--- src/rtl/serial_subtractor_if.sv ---
// Operand/result bundle for the bit-serial subtractor.
// The master side issues start with operands; the slave side reports status and the result.
interface serial_subtractor_if #(
  parameter int WIDTH = 8
);

  logic             start;
  logic [WIDTH-1:0] a;
  logic [WIDTH-1:0] b;
  logic             busy;
  logic             done;
  logic [WIDTH-1:0] diff;
  logic             br;

  modport master (
    output start,
    output a,
    output b,
    input  busy,
    input  done,
    input  diff,
    input  br
  );

  modport slave (
    input  start,
    input  a,
    input  b,
    output busy,
    output done,
    output diff,
    output br
  );

endinterface

--- src/rtl/serial_subtractor.sv ---
// Bit-serial unsigned subtractor: one full-subtractor bit per SHIFT cycle, LSB first.
// Produces diff = a-b mod 2^WIDTH and the final borrow after WIDTH cycles.
module serial_subtractor #(
  parameter int WIDTH = 8
) (
  input logic                clk,
  input logic                rst_n,
  serial_subtractor_if.slave bus
);

  localparam int CW = $clog2(WIDTH + 1);

  typedef enum logic [1:0] {
    IDLE  = 2'd0,
    SHIFT = 2'd1,
    DONE  = 2'd2
  } state_t;

  state_t           state;
  state_t           state_next;

  logic [WIDTH-1:0] a_sr;
  logic [WIDTH-1:0] b_sr;
  logic [WIDTH-1:0] res_sr;
  logic             bor;
  logic [CW-1:0]    cnt;
  logic [WIDTH-1:0] diff_q;
  logic             br_q;

  logic             accept;
  logic             last_bit;
  logic             bit_a;
  logic             bit_b;
  logic             half_d;
  logic             d;
  logic             bor_next;
  logic [WIDTH-1:0] res_shifted;

  // A start is only honoured when no subtraction is in flight.
  assign accept   = bus.start && ((state == IDLE) || (state == DONE));
  assign last_bit = (cnt == CW'(WIDTH - 1));

  always_ff @(posedge clk or negedge rst_n) begin
    if (!rst_n) begin
      state <= IDLE;
    end else begin
      state <= state_next;
    end
  end

  always_comb begin
    state_next = state;
    case (state)
      IDLE:    if (bus.start) state_next = SHIFT;
      SHIFT:   if (last_bit) state_next = DONE;
      DONE:    state_next = bus.start ? SHIFT : IDLE;
      default: state_next = IDLE;
    endcase
  end

  // Full subtractor as two cascaded half-subtractors; the difference bit enters the result MSB-first.
  always_comb begin
    bit_a       = a_sr[0];
    bit_b       = b_sr[0];
    half_d      = bit_a ^ bit_b;
    d           = half_d ^ bor;
    bor_next    = (~bit_a & bit_b) | (~half_d & bor);
    res_shifted = {d, res_sr[WIDTH-1:1]};
  end

  always_ff @(posedge clk or negedge rst_n) begin
    if (!rst_n) begin
      a_sr   <= '0;
      b_sr   <= '0;
      res_sr <= '0;
      bor    <= 1'b0;
      cnt    <= '0;
      diff_q <= '0;
      br_q   <= 1'b0;
    end else if (accept) begin
      a_sr   <= bus.a;
      b_sr   <= bus.b;
      res_sr <= '0;
      bor    <= 1'b0;
      cnt    <= '0;
    end else if (state == SHIFT) begin
      a_sr   <= {1'b0, a_sr[WIDTH-1:1]};
      b_sr   <= {1'b0, b_sr[WIDTH-1:1]};
      res_sr <= res_shifted;
      bor    <= bor_next;
      cnt    <= cnt + CW'(1);
      if (last_bit) begin
        diff_q <= res_shifted;
        br_q   <= bor_next;
      end
    end
  end

  assign bus.busy = (state == SHIFT);
  assign bus.done = (state == DONE);
  assign bus.diff = diff_q;
  assign bus.br   = br_q;

endmodule

--- src/flat_wrapper.sv ---
// flat-port wrapper written by rule: the top's interface ports become plain ports
module serial_subtractor_flat 
#(
  parameter int WIDTH = 8
)
  (clk, rst_n, bus_start, bus_a, bus_b, bus_busy, bus_done, bus_diff, bus_br);
  serial_subtractor_if #(.WIDTH(WIDTH)) bus_i ();
  input logic clk;
  input logic rst_n;
  input wire logic [$bits(bus_i.start)-1:0] bus_start;
  input wire logic [$bits(bus_i.a)-1:0] bus_a;
  input wire logic [$bits(bus_i.b)-1:0] bus_b;
  output wire logic [$bits(bus_i.busy)-1:0] bus_busy;
  output wire logic [$bits(bus_i.done)-1:0] bus_done;
  output wire logic [$bits(bus_i.diff)-1:0] bus_diff;
  output wire logic [$bits(bus_i.br)-1:0] bus_br;
  assign bus_i.start = bus_start;
  assign bus_i.a = bus_a;
  assign bus_i.b = bus_b;
  assign bus_busy = bus_i.busy;
  assign bus_done = bus_i.done;
  assign bus_diff = bus_i.diff;
  assign bus_br = bus_i.br;
  serial_subtractor #(.WIDTH(WIDTH)) u_core (.clk(clk), .rst_n(rst_n), .bus(bus_i));
endmodule
--- config.mk ---
export PLATFORM = sky130hd
export DESIGN_NAME = serial_subtractor_flat
export DESIGN_NICKNAME = d
export VERILOG_FILES = /design/src/rtl/serial_subtractor_if.sv /design/src/rtl/serial_subtractor.sv /design/src/flat_wrapper.sv
export SDC_FILE = /design/constraint.sdc
export NUM_CORES = 1
export LEC_CHECK = 0
export CAP_MARGIN = 25
export CORE_ASPECT_RATIO = 0.6
export CORE_UTILIZATION = 30
export CTS_CLUSTER_SIZE = 25
export DETAILED_ROUTE_END_ITERATION = 12
export SETUP_SLACK_MARGIN = 0.5
export SYNTH_ARGS = -nofsm -noshare
export SYNTH_HDL_FRONTEND = slang
export SYNTH_SLANG_ARGS = --single-unit
--- constraint.sdc ---
create_clock -name clk -period 2.7 [get_ports clk]
set_clock_uncertainty 0.1 [all_clocks]
set_input_delay 0.54 -clock clk [delete_from_list [all_inputs] [get_ports clk]]
set_output_delay 0.54 -clock clk [all_outputs]
set_load 0.01 [all_outputs]
## After elaboration in Yosys (flattened, before gate mapping)

Index checks and enable logic that the tools add are counted.

- Word-level logic and storage cells: 42
- Output and inout bits: 11
- Flip-flop bits (word level): 40
- Bits of input ports: 19

- Add/subtract/negate cells: 1
- Eq/ne operators: 5
- Reduce and logical (&&, ||, !) cells: 6
- Bitwise gates (word level): 8
- Multiplexer cells: 14

Operator list:

| operator | number |
|---|---|
| 8-bit 2-to-1 mux | 6 |
| 4-bit 2-to-1 mux | 2 |
| 2-bit case mux with 3 select lines | 1 |
| 4-bit by 1-bit adder with 4-bit output, second input constant | 1 |
| 4-bit by 3-bit == test with 1-bit output, second input constant | 1 |
| 2-bit 2-to-1 mux | 2 |
| 1-bit 2-to-1 mux | 3 |
| 1-bit NOT | 3 |
| 3-bit AND reduction | 1 |
| 1-bit AND | 2 |
| 2-bit by 1-bit == test with 1-bit output, second input constant | 1 |
| 2-bit == test, second input constant | 1 |
| 2-bit logical NOT | 1 |
| 2-bit by 1-bit inequality test with 1-bit output, second input constant | 1 |
| 2-bit inequality test, second input constant | 1 |
| 2-bit AND reduction | 1 |
| 2-bit nonzero test | 1 |
| 1-bit XOR | 2 |
| 1-bit logical AND | 1 |
| 1-bit logical OR | 1 |
| 1-bit OR | 1 |

## Logic depth before layout (Yosys ltp)

- Depth in word-level cells: 6
- Mapped depth: 6
- Gate-level depth less buffers: 4

## Worst setup path before layout

OpenSTA, ideal clock, no wires.

- Path type: register to output
- Start point: reg u_core.state[1]
- End point: out bus_busy
- Data arrival time: 0.972 ns
- Buffers on the path: 2
- Stages on the path, launching flop included: 5
- Required time: 2.060 ns
- Slack: 1.088 ns
- Cells stage by stage: dfrtp_1 nand2b_1 buf_6 inv_1 buf_2

- Cells in the longest elaborated chain, start to end: 1

RTL lines:

| item | RTL line | text |
|---|---|---|
| from (decl) | serial_subtractor.sv:19 | `state_t state;` |
| from (signal assigned) | serial_subtractor.sv:47 | `state <= state_next;` |
| 2-bit by 1-bit == test with 1-bit output | serial_subtractor.sv:99 | `assign bus.busy = (state == SHIFT);` |
| to (decl) | flat_wrapper.sv:13 | `output wire logic [$bits(bus_i.busy)-1:0] bus_busy;` |

Every way passes these cells.

## Final worst setup path

- Start point: reg u_core.state[0]
- End point: out bus_done

- Cells in the longest elaborated chain, start to end: 1

RTL lines:

| item | RTL line | text |
|---|---|---|
| 2-bit == test | serial_subtractor.sv:100 | `assign bus.done = (state == DONE);` |
| to (decl) | flat_wrapper.sv:14 | `output wire logic [$bits(bus_i.done)-1:0] bus_done;` |

Every way passes these cells.

==> impl_metrics.csv <==
group,metric,value,unit
detailed_routing,drt-wirelength-per-cell,14.5,um
setup_path,cp_num_buf_inv,1,
synthesis,synth_seq_area_share,0.606,
die,core,0.00510,mm^2
power_and_ir_drop,power_density,1130,mW/mm^2
cts,clock_latency,0.30,ns
sta,hold_viol_final,0,
sta,max_freq,482,MHz
sta,rsz0062_at_grt,"no",
die,die_h,58.8,um
final_layout,area_delta_synth_final,27.0,%
power_and_ir_drop,p_comb_frac,0.393,
die,num_rows,20,
cts,tritoncts,"built",
power_and_ir_drop,swShare,0.358,
detailed_routing,firstDrtPassIters,4,
placed_design,dp_cells,232,
setup_path,critPathMaxStageDelay,0.52,ns
sta,relSlewSlack,0.440,
detailed_routing,drtIter0Drc,88,
sta,finalSetupTns,0,ns
run_status,status,"finished clean",
global_route,grt_pass1_vias,1248,
setup_path,worst-endpoint-arrival,1.43,ns
placed_design,dp_hpwl,2370,um
cts,cts_buffers,5,
synthesis,ys_warn_count,0,
synthesis,synth-seq-cells,39,
sta,fin_crit_sh,0.768,
die,io_pins,30,
global_route,grt_antenna_before_repair,0,
synthesis,syn-instance-count,142,
setup_path,cpMaxStageDelayCell,"clkdlybuf4s50_1",
power_and_ir_drop,sequentialPowerShare,0.439,
power_and_ir_drop,leakagePower,0.918,nW
sta,postLayoutSetupSlackWorst,0.627,ns
final_layout,nets,194,
synthesis,ys_types,25,
die,start_util,0.316,
setup_path,setup.worst_path.start_class,"flop",
global_route,use_met3,0.0344,
final_layout,drive_above_1_share,0.115,
cts,clock-sinks,39,
sta,hold_ws,0.246,ns
placed_design,dp_slack,0.683,ns
run,max-cap-violations,0,
sta,setup_viol,0,
placed_design,io_buffers,29,
global_route,grt_use_met2,0.209,
synthesis,syn_nets,163,
global_route,grt_pass1_wl,6220,um
detailed_routing,antenna_left,0,
global_route,grt_start_max_net_pins,40,
synthesis,netlist_area,0.00161,mm^2
setup_path,worst_setup_path_end_kind,"primary output",
setup_path,crit_fanout,5,
synthesis,synth.avg_cell_area,11.3,um^2
sta,slew_viol_final,0,
placed_design,gp_congestion,0.720,
detailed_routing,via_per_inst,4.81,
power_and_ir_drop,p_sw,0.831,mW
setup_path,crit_chain,"and2b_1, clkdlybuf4s50_1",
final_layout,fin_cells,240,
hold_path,hold_path_class,"in2async",
global_route,use_met1,0.198,
global_route,grt_usage,0.142,
global_route,grt_overflow,0,
die,die_w,96.6,um
die,dieArea,0.00568,mm^2
detailed_routing,drc,0,
power_and_ir_drop,ir_worst_vdd,0.462,mV
cts,htreeDepth,2,
detailed_routing,vias,1154,
cts,cts_max_path_buffers,2,
sta,fin_crit,2.07,ns
cts,clk_pin_slew,0.08,ns
final_layout,n_antenna_cell,0,
power_and_ir_drop,intPower,1.49,mW
cts,cts_root_buffer,"clkbuf_8",
setup_path,crit_required,2.06,ns
detailed_routing,drt-total-wl,3470,um
global_route,grt_busiest_layer,"met2",
setup_path,setup.worst_path.class,"reg2out",
power_and_ir_drop,clkPwrFrac,0.168,
power_and_ir_drop,finalPower,2.32,mW
setup_path,crit_family,"buffers and inverters",
sta,worst_pin_slew,0.841,ns
[repair_timing]
item / 4_1_cts / 5_1_grt
setup endpoints to repair: 0 / 1
hold buffers: 0 / 0
buffers inserted: 0 / 0
resized for setup: 0 / 1
[synthesized netlist by cell type (all sizes together)]
master | n | area, um^2
dfrtp | 39 | 976
nand2 | 26 | 97.6
nor2 | 12 | 45.0
a22o | 10 | 87.6
a31oi | 10 | 62.6
mux2 | 8 | 90.1
buf | 5 | 31.3
clkbuf | 4 | 15.0
inv | 4 | 15.0
nand3 | 4 | 20.0
a22oi | 3 | 22.5
and2b | 2 | 15.0
mux2i | 2 | 20.0
nand2b | 2 | 12.5
o21ai | 2 | 10.0
a21oi | 1 | 5.00
fa | 1 | 20.0
ha | 1 | 12.5
nand3b | 1 | 7.51
nand4 | 1 | 6.26
nor3 | 1 | 16.3
o22ai | 1 | 6.26
o2bb2ai | 1 | 8.76
xor2 | 1 | 8.76
[metal layers]
layer,part of all wire,wire length [um]
met1,0.52,1800
met2,0.43,1480
met3,0.035,123
met4,0.020,69
met5,0,0
[final timing paths]
| check | to | from | cells past startpoint | slack [ns] |
|---|---|---|---|---|
| worst max-delay path | bus_done | u_core.state[0] | 2 | 0.63 |
| worst min-delay path | u_core.a_sr[4] | rst_n | 1 | 0.25 |
| worst max register to register | u_core.bus.diff[6] | u_core.state[1] | 4 | 0.85 |
| worst min register to register | u_core.res_sr[1] | u_core.res_sr[1] | 1 | 0.41 |
| max in group asynchronous | u_core.bus.diff[0] | rst_n | 1 | 1.72 |
| min in group clk | u_core.res_sr[1] | u_core.res_sr[1] | 1 | 0.41 |
[worst reg2reg max path: stages, from the launching register on]
cell	delay (ns)
dfrtp_1	0.39
nand2b_1	0.17
buf_4	0.21
nor3_4	0.47
mux2_2	0.40
[cell usage in the layout (no fill, tap or decap), drive strengths merged, types with 2 or more instances in the layout]
master / synthesis / layout
buf: 5 / 5
clkbuf: 4 / 7
nand3: 4 / 4
a22oi: 3 / 3
clkdlybuf4s50: 0 / 27
mux2: 8 / 8
mux2i: 2 / 2
o21ai: 2 / 2
and2b: 2 / 2
a31oi: 10 / 10
nor2: 12 / 12
dfrtp: 39 / 39
inv: 4 / 4
nand2b: 2 / 2
nand2: 26 / 26
a22o: 10 / 10
[sequential cells by signal, indices dropped and copies added (netlist names)]
signal and cells:
u_core.bus.br 1, u_core.bus.diff 8, u_core.res_sr 7, u_core.cnt 4, u_core.state 2, u_core.b_sr 8, u_core.bor 1, u_core.a_sr 8
[metrics by stage]
stage / cell area, um^2 / utilization
floorplan: 1610 / -
global placement: 1960 / 0.385
detailed placement: 1960 / 0.385
CTS: 2040 / 0.400
global route: 2050 / 0.401
finish: 2050 / 0.401
[power by group through the flow]
stage,logic (mW),clock network [mW],registers (mW)
6_report,0.911,0.391,1.02
4_1_cts,0.927,0.397,1.02
2_1_floorplan,0.587,0,1.01
3_3_place_gp,0.891,0,1.01
5_1_grt,1.03,0.421,1.05
3_5_place_dp,0.922,0,1.03
[area by class of cell]
class,count,area [um^2]
Timing Repair Buffer,33,318
Multi-Input combinational cell,90,574
Fill cell,519,3060
Clock buffer,7,76.3
Tap cell,66,82.6
Clock inverter,1,5.00
Inverter,4,15.0
Sequential cell,39,976
[cells by family (layout without fill, tap and decap cells)]
kind of cell    Yosys count  in the layout  share of synthesized area
compound gates           28             28                      0.126
xor+xnor                  1              1                    0.00544
fa+ha+maj                 2              2                     0.0202
buf+inv                  13             45                     0.0380
flops                    39             39                      0.606
mux                      10             10                     0.0683
simple gates             49             49                      0.137
(Power assumes the default switching activity.)
